File: config.mk
export PLATFORM = sky130hd
export DESIGN_NAME = instr_prefetch_buffer
export DESIGN_NICKNAME = d
export VERILOG_FILES = /design/src/rtl/riscv_pkg.sv /design/src/rtl/prefetch_fifo.sv /design/src/rtl/instr_prefetch_buffer.sv
export SDC_FILE = /design/constraint.sdc
export NUM_CORES = 1
export LEC_CHECK = 0
export CORE_ASPECT_RATIO = 1.25
export CORE_MARGIN = 2
export CORE_UTILIZATION = 31
export DETAILED_ROUTE_END_ITERATION = 7
export PLACE_DENSITY = 0.54
export SYNTH_ARGS = -nofsm -noshare
export SYNTH_HDL_FRONTEND = slang
export SYNTH_SLANG_ARGS = --single-unit
File: constraint.sdc
create_clock -name clk -period 3.75 [get_ports clk]
set_clock_uncertainty 0.1 [all_clocks]
set_input_delay 0.75 -clock clk [delete_from_list [all_inputs] [get_ports clk]]
set_output_delay 0.75 -clock clk [all_outputs]
set_load 0.02 [all_outputs]
File: src/rtl/riscv_pkg.sv
// Shared types for the instruction prefetch buffer: FSM state encoding,
// the FIFO entry layout and the word-alignment helper.
package riscv_pkg;

  typedef enum logic {
    PF_IDLE = 1'b0,
    PF_RUN  = 1'b1
  } prefetch_state_e;

  typedef struct packed {
    logic [31:0] rdata;
    logic [31:0] addr;
    logic        err;
  } prefetch_entry_t;

  localparam logic [31:0] WORD_MASK = 32'hFFFF_FFFC;

  function automatic logic [31:0] word_align(input logic [31:0] a);
    return a & WORD_MASK;
  endfunction

endpackage

File: src/rtl/prefetch_fifo.sv
// Response FIFO for the prefetch buffer. The head entry is read straight
// out of the storage registers, so a pushed entry is visible one cycle
// after the push. Flush empties the FIFO in one cycle; push and pop on a
// full FIFO in the same cycle is accepted.
module prefetch_fifo
  import riscv_pkg::*;
#(
  parameter int unsigned DEPTH = 4,
  parameter type         entry_t = prefetch_entry_t,
  parameter int unsigned CNT_W = $clog2(DEPTH + 1)
) (
  input  logic             clk,
  input  logic             reset_n,
  input  logic             push_i,
  input  entry_t           push_data_i,
  input  logic             pop_i,
  input  logic             flush_i,
  output entry_t           head_o,
  output logic [CNT_W-1:0] count_o,
  output logic             full_o,
  output logic             empty_o
);

  localparam int unsigned PTR_W = $clog2(DEPTH);

  entry_t           mem_q [DEPTH];
  logic [PTR_W-1:0] wr_q, wr_d;
  logic [PTR_W-1:0] rd_q, rd_d;
  logic [CNT_W-1:0] cnt_q, cnt_d;
  logic             push_ok;
  logic             pop_ok;

  assign empty_o = (cnt_q == '0);
  assign full_o  = (cnt_q == CNT_W'(DEPTH));
  assign pop_ok  = pop_i && !empty_o;
  assign push_ok = push_i && (!full_o || pop_ok);
  assign head_o  = mem_q[rd_q];
  assign count_o = cnt_q;

  // Next pointer/count values; flush overrides any push or pop.
  always_comb begin
    wr_d  = wr_q;
    rd_d  = rd_q;
    cnt_d = cnt_q;
    if (push_ok) wr_d = wr_q + PTR_W'(1);
    if (pop_ok)  rd_d = rd_q + PTR_W'(1);
    if (push_ok && !pop_ok)      cnt_d = cnt_q + CNT_W'(1);
    else if (!push_ok && pop_ok) cnt_d = cnt_q - CNT_W'(1);
    if (flush_i) begin
      wr_d  = '0;
      rd_d  = '0;
      cnt_d = '0;
    end
  end

  // Pointer and occupancy registers.
  always_ff @(posedge clk or negedge reset_n) begin
    if (!reset_n) begin
      wr_q  <= '0;
      rd_q  <= '0;
      cnt_q <= '0;
    end else begin
      wr_q  <= wr_d;
      rd_q  <= rd_d;
      cnt_q <= cnt_d;
    end
  end

  // Entry storage; cleared on reset so the head reads as zero.
  always_ff @(posedge clk or negedge reset_n) begin
    if (!reset_n) begin
      for (int i = 0; i < int'(DEPTH); i++) mem_q[i] <= '0;
    end else if (push_ok && !flush_i) begin
      mem_q[wr_q] <= push_data_i;
    end
  end

endmodule

File: src/rtl/instr_prefetch_buffer.sv
// Instruction prefetch buffer: sequential word fetches on the instr_* bus
// with up to MAX_OUTSTANDING requests in flight, responses buffered in a
// DEPTH-entry FIFO. A redirect flushes the FIFO and marks every response
// still owed by the bus (including a held, not yet granted request) as
// stale so it is dropped on arrival.
// Optional build macro: PREFETCH_STAT_EN adds stat_stall_cnt, a saturating
// count of RUN cycles where the consumer is ready but the FIFO is empty.
module instr_prefetch_buffer
  import riscv_pkg::*;
#(
  parameter int unsigned DEPTH           = 4,
  parameter int unsigned MAX_OUTSTANDING = 2
) (
  input  logic        clk,
  input  logic        reset_n,
  input  logic        fetch_enable,
  input  logic [31:0] boot_addr,
  input  logic        set_pc_valid,
  input  logic [31:0] set_pc,
  output logic        out_valid,
  input  logic        out_ready,
  output logic [31:0] out_rdata,
  output logic [31:0] out_addr,
  output logic        out_err,
  output logic        instr_req,
  output logic [31:0] instr_addr,
  input  logic        instr_gnt,
  input  logic [31:0] instr_rdata,
  input  logic        instr_err,
  input  logic        instr_valid
`ifdef PREFETCH_STAT_EN
  ,
  output logic [31:0] stat_stall_cnt
`endif
);

  localparam int unsigned OW = $clog2(MAX_OUTSTANDING + 1);
  localparam int unsigned CW = $clog2(DEPTH + 1);
  localparam int unsigned AW = (MAX_OUTSTANDING > 1) ? $clog2(MAX_OUTSTANDING) : 1;

  prefetch_state_e state_q, state_d;
  logic [31:0]     fetch_addr_q, fetch_addr_d;
  logic            req_q, req_d;
  logic [31:0]     addr_q, addr_d;
  logic [OW-1:0]   outst_q, outst_d;
  logic [OW-1:0]   discard_q, discard_d;
  logic            stale_q, stale_d;
  logic [31:0]     aq_mem_q [MAX_OUTSTANDING];
  logic [AW-1:0]   aq_wr_q, aq_rd_q;

  prefetch_entry_t push_data;
  prefetch_entry_t head;
  logic [CW-1:0]   fifo_cnt, cnt_d;
  logic            fifo_full, fifo_empty;
  logic            gnt_fire, push, pop, can_issue;
  logic [31:0]     occ_d;

  assign instr_req  = req_q;
  assign instr_addr = addr_q;
  assign out_valid  = !fifo_empty;
  assign out_rdata  = head.rdata;
  assign out_addr   = head.addr;
  assign out_err    = head.err;

  assign gnt_fire = req_q && instr_gnt;
  // Responses are dropped while stale ones are owed, and in the redirect
  // cycle itself (that response necessarily predates the redirect).
  assign push = instr_valid && (discard_q == '0) && !set_pc_valid && (!fifo_full || pop);
  assign pop  = out_valid && out_ready && !set_pc_valid;

  assign push_data.rdata = instr_rdata;
  assign push_data.addr  = aq_mem_q[aq_rd_q];
  assign push_data.err   = instr_err;

  prefetch_fifo #(
    .DEPTH   (DEPTH),
    .entry_t (prefetch_entry_t),
    .CNT_W   (CW)
  ) u_fifo (
    .clk         (clk),
    .reset_n     (reset_n),
    .push_i      (push),
    .push_data_i (push_data),
    .pop_i       (pop),
    .flush_i     (set_pc_valid),
    .head_o      (head),
    .count_o     (fifo_cnt),
    .full_o      (fifo_full),
    .empty_o     (fifo_empty)
  );

  // Next-state for FSM, fetch address, bookkeeping counters and the bus request.
  always_comb begin
    state_d      = state_q;
    fetch_addr_d = fetch_addr_q;
    req_d        = req_q;
    addr_d       = addr_q;

    outst_d = outst_q;
    if (gnt_fire && !instr_valid)      outst_d = outst_q + OW'(1);
    else if (!gnt_fire && instr_valid) outst_d = outst_q - OW'(1);

    discard_d = discard_q;
    if (instr_valid && (discard_q != '0)) discard_d = discard_d - OW'(1);
    if (gnt_fire && stale_q)              discard_d = discard_d + OW'(1);
    stale_d = stale_q && !gnt_fire;
    if (set_pc_valid) begin
      // Everything in flight after this cycle predates the redirect; a held
      // request is counted once it is granted.
      discard_d = outst_d;
      stale_d   = req_q && !instr_gnt;
    end

    cnt_d = fifo_cnt;
    if (push && !pop)      cnt_d = fifo_cnt + CW'(1);
    else if (!push && pop) cnt_d = fifo_cnt - CW'(1);
    if (set_pc_valid) cnt_d = '0;

    unique case (state_q)
      PF_IDLE: begin
        fetch_addr_d = word_align(boot_addr);
        if (fetch_enable) state_d = PF_RUN;
      end
      PF_RUN: begin
        // A stale grant carries the old address, so it must not advance
        // the post-redirect fetch pointer.
        if (gnt_fire && !stale_q) fetch_addr_d = fetch_addr_q + 32'd4;
        if (set_pc_valid)         fetch_addr_d = word_align(set_pc);
        if (!fetch_enable && (outst_q == '0) && !req_q) state_d = PF_IDLE;
      end
      default: state_d = PF_IDLE;
    endcase

    // Reserve FIFO room for every request that can still return.
    occ_d     = 32'(cnt_d) + 32'(outst_d);
    can_issue = (state_d == PF_RUN) && fetch_enable &&
                (32'(outst_d) < MAX_OUTSTANDING) && (occ_d < DEPTH);

    if (!(req_q && !instr_gnt)) begin
      req_d = can_issue;
      if (can_issue) addr_d = fetch_addr_d;
    end
  end

  // FSM state, bus request and in-flight bookkeeping registers.
  always_ff @(posedge clk or negedge reset_n) begin
    if (!reset_n) begin
      state_q      <= PF_IDLE;
      fetch_addr_q <= '0;
      req_q        <= 1'b0;
      addr_q       <= '0;
      outst_q      <= '0;
      discard_q    <= '0;
      stale_q      <= 1'b0;
    end else begin
      state_q      <= state_d;
      fetch_addr_q <= fetch_addr_d;
      req_q        <= req_d;
      addr_q       <= addr_d;
      outst_q      <= outst_d;
      discard_q    <= discard_d;
      stale_q      <= stale_d;
    end
  end

  // Address ring: one slot per granted request, consumed in response order.
  always_ff @(posedge clk or negedge reset_n) begin
    if (!reset_n) begin
      for (int i = 0; i < int'(MAX_OUTSTANDING); i++) aq_mem_q[i] <= '0;
      aq_wr_q <= '0;
      aq_rd_q <= '0;
    end else begin
      if (gnt_fire) begin
        aq_mem_q[aq_wr_q] <= addr_q;
        aq_wr_q <= (aq_wr_q == AW'(MAX_OUTSTANDING - 1)) ? '0 : aq_wr_q + AW'(1);
      end
      if (instr_valid) begin
        aq_rd_q <= (aq_rd_q == AW'(MAX_OUTSTANDING - 1)) ? '0 : aq_rd_q + AW'(1);
      end
    end
  end

`ifdef PREFETCH_STAT_EN
  logic [31:0] stall_q;

  // Saturating count of cycles the consumer waits on an empty buffer.
  always_ff @(posedge clk or negedge reset_n) begin
    if (!reset_n) begin
      stall_q <= '0;
    end else if ((state_q == PF_RUN) && out_ready && !out_valid && (stall_q != 32'hFFFF_FFFF)) begin
      stall_q <= stall_q + 32'd1;
    end
  end

  assign stat_stall_cnt = stall_q;
`endif

endmodule

==> metrics.md <==
| Metric | Value |
|---|---|
| Status | complete, no violations |
| Total congestion overflow | 0 |
| Worst EP required | between 2 and 3 ns |
| CP Capture Type | output pin |
| Top cells by count, synth | dfrtp_1, mux2_2, nand2_1 |
| Cell Count, Final, Fillers Out | 2328 |
| CTS resizes | 0 |
| DIE WIDTH | between 200 and 250 um |
| DP HPWL | about 30 mm |
| Number of synthesized flops with an enable pin | 0 |
| P_leak | 9.72 nW |
| Fraction of layout cells with a size suffix above 1 | 27.2% |
| CORE AREA | approximately 0.057 sq mm |
| Setup TNS | 0 ns |
| FF-to-FF path depth | 13 |
| WL final | between 40 and 50 mm |
| Clock Path Buffers | 3 |
| Max Cap Violations | 0 |
| Clk slew on worst S/H paths | approximately 0.060 ns |
| Final-report hold violation count | 0 |
| IO Pins | between 200 and 250 |
| Seq cells post-synth | between 400 and 500 |
| Worst slew pin tran | between 0.9 and 1 ns |
| Avg Cell Area, Syn | approximately 13 sq um |
| Top cell type's share of synthesized area | between 50% and 60% |
| CTS tree | yes |
| Gr usage total | 15.3% |
| Hold Path Class | input port to asynchronous set/reset pin |
| GPL Wtd Cong | roughly 0.83 |
| Reg2reg start | u_fifo.count_o[0] |
| Row count | just under 100 |
| Peak supply drop | ~0.42 mV |
| Vias in the first global route | ~12000 |
| Most common cell in the netlist | dfrtp_1 |
| Post-route ant nets | 0 |
| YS warnings | 0 |
| Reg-to-Reg End | instr_addr[17] |
| Average wire per standard cell | around 19 um |
| RSZ-0062 raised after global routing | no |
| Post-synthesis cell type count | 56 |
| Drt via density | 4.87 |
| Port bufs | approximately 200 |
| Synth Instances | between 1000 and 1500 |
| First-pass GRT wire length | just over 70 mm |
| Max Clk Rate | about 0.3 GHz |
| H-tree depth | 2 |
| Hold_buf cts | 0 |
| Area grow syn2layout | 25.6% |
| Startpoint types | flip-flop |
| DRC | 0 |
| Critical path data arrival time | between 2 and 3 ns |
| Met2 routed WL | between 20 and 25 mm |
| Synthesized area | roughly 0.018 sq mm |
| TritonRoute pass-1 iters | 5 |
| Post-layout net count | 1663 |
| Initial DRC count | between 600 and 700 |
| Cell Pwr Density | between 800 and 900 mW/mm^2 |
| Post-CTS Repair Setup Buffers | 0 |
| Largest cells by area after synthesis | dfrtp_1, mux2_2, mux4_2 |
| Top_reg_cell synth | dfrtp_1 |
| R2R Setup Slk | ~0.54 ns |
| Dpl cells | 2246 |
| Max-slew headroom | a little over a third |
| Initial antenna violation count | 1 |
| Met3 wire len | between 1.5 and 2 mm |
| Clock Tree Root | clkbuf_16 |
| Net Count, Synth | around 1500 |
| Vias | between 10000 and 15000 |
| Cts bufs inserted | 45 |
| Synth area leader | dfrtp_1 |
| Die footprint | between 0.05 and 0.06 sq mm |
| Uppermost layer routed | met4 |
| Largest net degree at the start of global routing | ~100 |
| CTS sink cnt | approximately 400 |
| Setup violations, final | 0 |
| Critical path class | flip-flop to output pin |
| Die extent in y | approximately 270 um |
| Tcrit/Tclk final | between 90% and 100% |
| Async SR Flop Fraction | 100% |
| Fin util | between 30% and 40% |
| Crit path time final | around 3.4 ns |
| Starting Density | between 30% and 40% |
| Filler Cell Count | approximately 5500 |
| Worst-Skew Late Latency | between 0.5 and 0.6 ns |
| Met1 wire length | 20.4 mm |
| Sequential area share after synthesis | a little under three fifths |
| Slew Viols, Final | 0 |
| Crit path max fanout | 26 |
[registers in the layout (all words and copies together), names as in the netlist]
signal,cells
aq_mem_q,64
aq_rd_q,1
aq_wr_q,1
discard_q,2
fetch_addr_q,32
instr_addr,32
instr_req,1
outst_q,2
stale_q,1
state_q,1
u_fifo.count_o,3
u_fifo.mem_q,260
u_fifo.rd_q,2
u_fifo.wr_q,2
[worst max-delay path by stage]
stage                            from              to  slack (ns)  cells after the start
floorplan           u_fifo.count_o[0]  instr_addr[16]        0.74                     13
global placement            out_ready  instr_addr[17]        0.14                     11
detailed placement          out_ready  instr_addr[17]        0.18                     11
CTS                    u_fifo.rd_q[0]    out_addr[29]        0.06                      3
global route           u_fifo.rd_q[0]    out_addr[12]        0.20                      3
finish                 u_fifo.rd_q[0]    out_addr[29]        0.33                      3
[cell families after synthesis]
kind of cell,count (synthesis),synth area share [%]
adder cells (fa/ha/maj),11,0.776
buffers and inverters,100,2.31
AO/OA/AOI/OAI,201,6.32
multiplexers,335,25.2
XOR/XNOR,33,1.63
AND/OR/NAND/NOR,259,6.78
flip-flops,404,57.0
[layout by cell type, fill, tap and decap left out, drive strengths merged, types with 6 or more instances in the layout]
master and instances:
dfrtp 404, mux2 233, clkdlybuf4s50 197, nand2 161
o21ai 159, clkbuf 67, mux4 65, buf 47
mux2i 37, xnor2 24, nor2 20, a22oi 20
inv 16, nand3 14, ha 11, nor3 11
nor4 10, nand4 10, xor2 9, and3 6
clkinv 6
[layout make-up]
| class | instances | area [sq um] | share of cell area, % |
|---|---|---|---|
| Tap cell | 750 | 938 | 4.21 |
| Antenna cell | 1 | 2.50 | 0.0112 |
| Multi-Input combinational cell | 839 | 7260 | 32.5 |
| Inverter | 14 | 52.6 | 0.236 |
| Clock inverter | 9 | 81.3 | 0.365 |
| Timing Repair Buffer | 244 | 2520 | 11.3 |
| Clock buffer | 67 | 1330 | 5.96 |
| Sequential cell | 404 | 10100 | 45.4 |
[report_power, final]
part / switching [W] / leakage (nW) / internal (W)
registers: 0.00111 / 5.26 / 0.00584
logic: 0.00316 / 3.76 / 0.00355
clock network: 0.00174 / 0.699 / 0.00250
total: 0.00602 / 9.72 / 0.0119
[routing by layer]
metal	track usage (%)	vias up
met2	25.3	215
met5	0	-
li1	-	5259
met3	2.54	64
met1	20.8	5799
met4	4.26	0
[worst max-delay path, cell delays in order (launching register included)]
cell and delay [ns]:
dfrtp_4 0.53, buf_12 0.28, mux4_2 0.54, clkdlybuf4s50_1 0.65
[per-stage QoR]
| stage | area (sq um) | total power [W] | setup slack [ns] | hold WS (ns) |
|---|---|---|---|---|
| floorplan | 17700 | 0.0110 | 0.736 | 0.345 |
| global placement | 20800 | 0.0137 | 0.136 | 0.356 |
| detailed placement | 20800 | 0.0139 | 0.178 | 0.366 |
| CTS | 22300 | 0.0182 | 0.0565 | 0.166 |
| global route | 22300 | 0.0190 | 0.197 | 0.149 |
| finish | 22300 | 0.0179 | 0.331 | 0.0929 |
No activity file was read; power rests on OpenSTA's default activity.
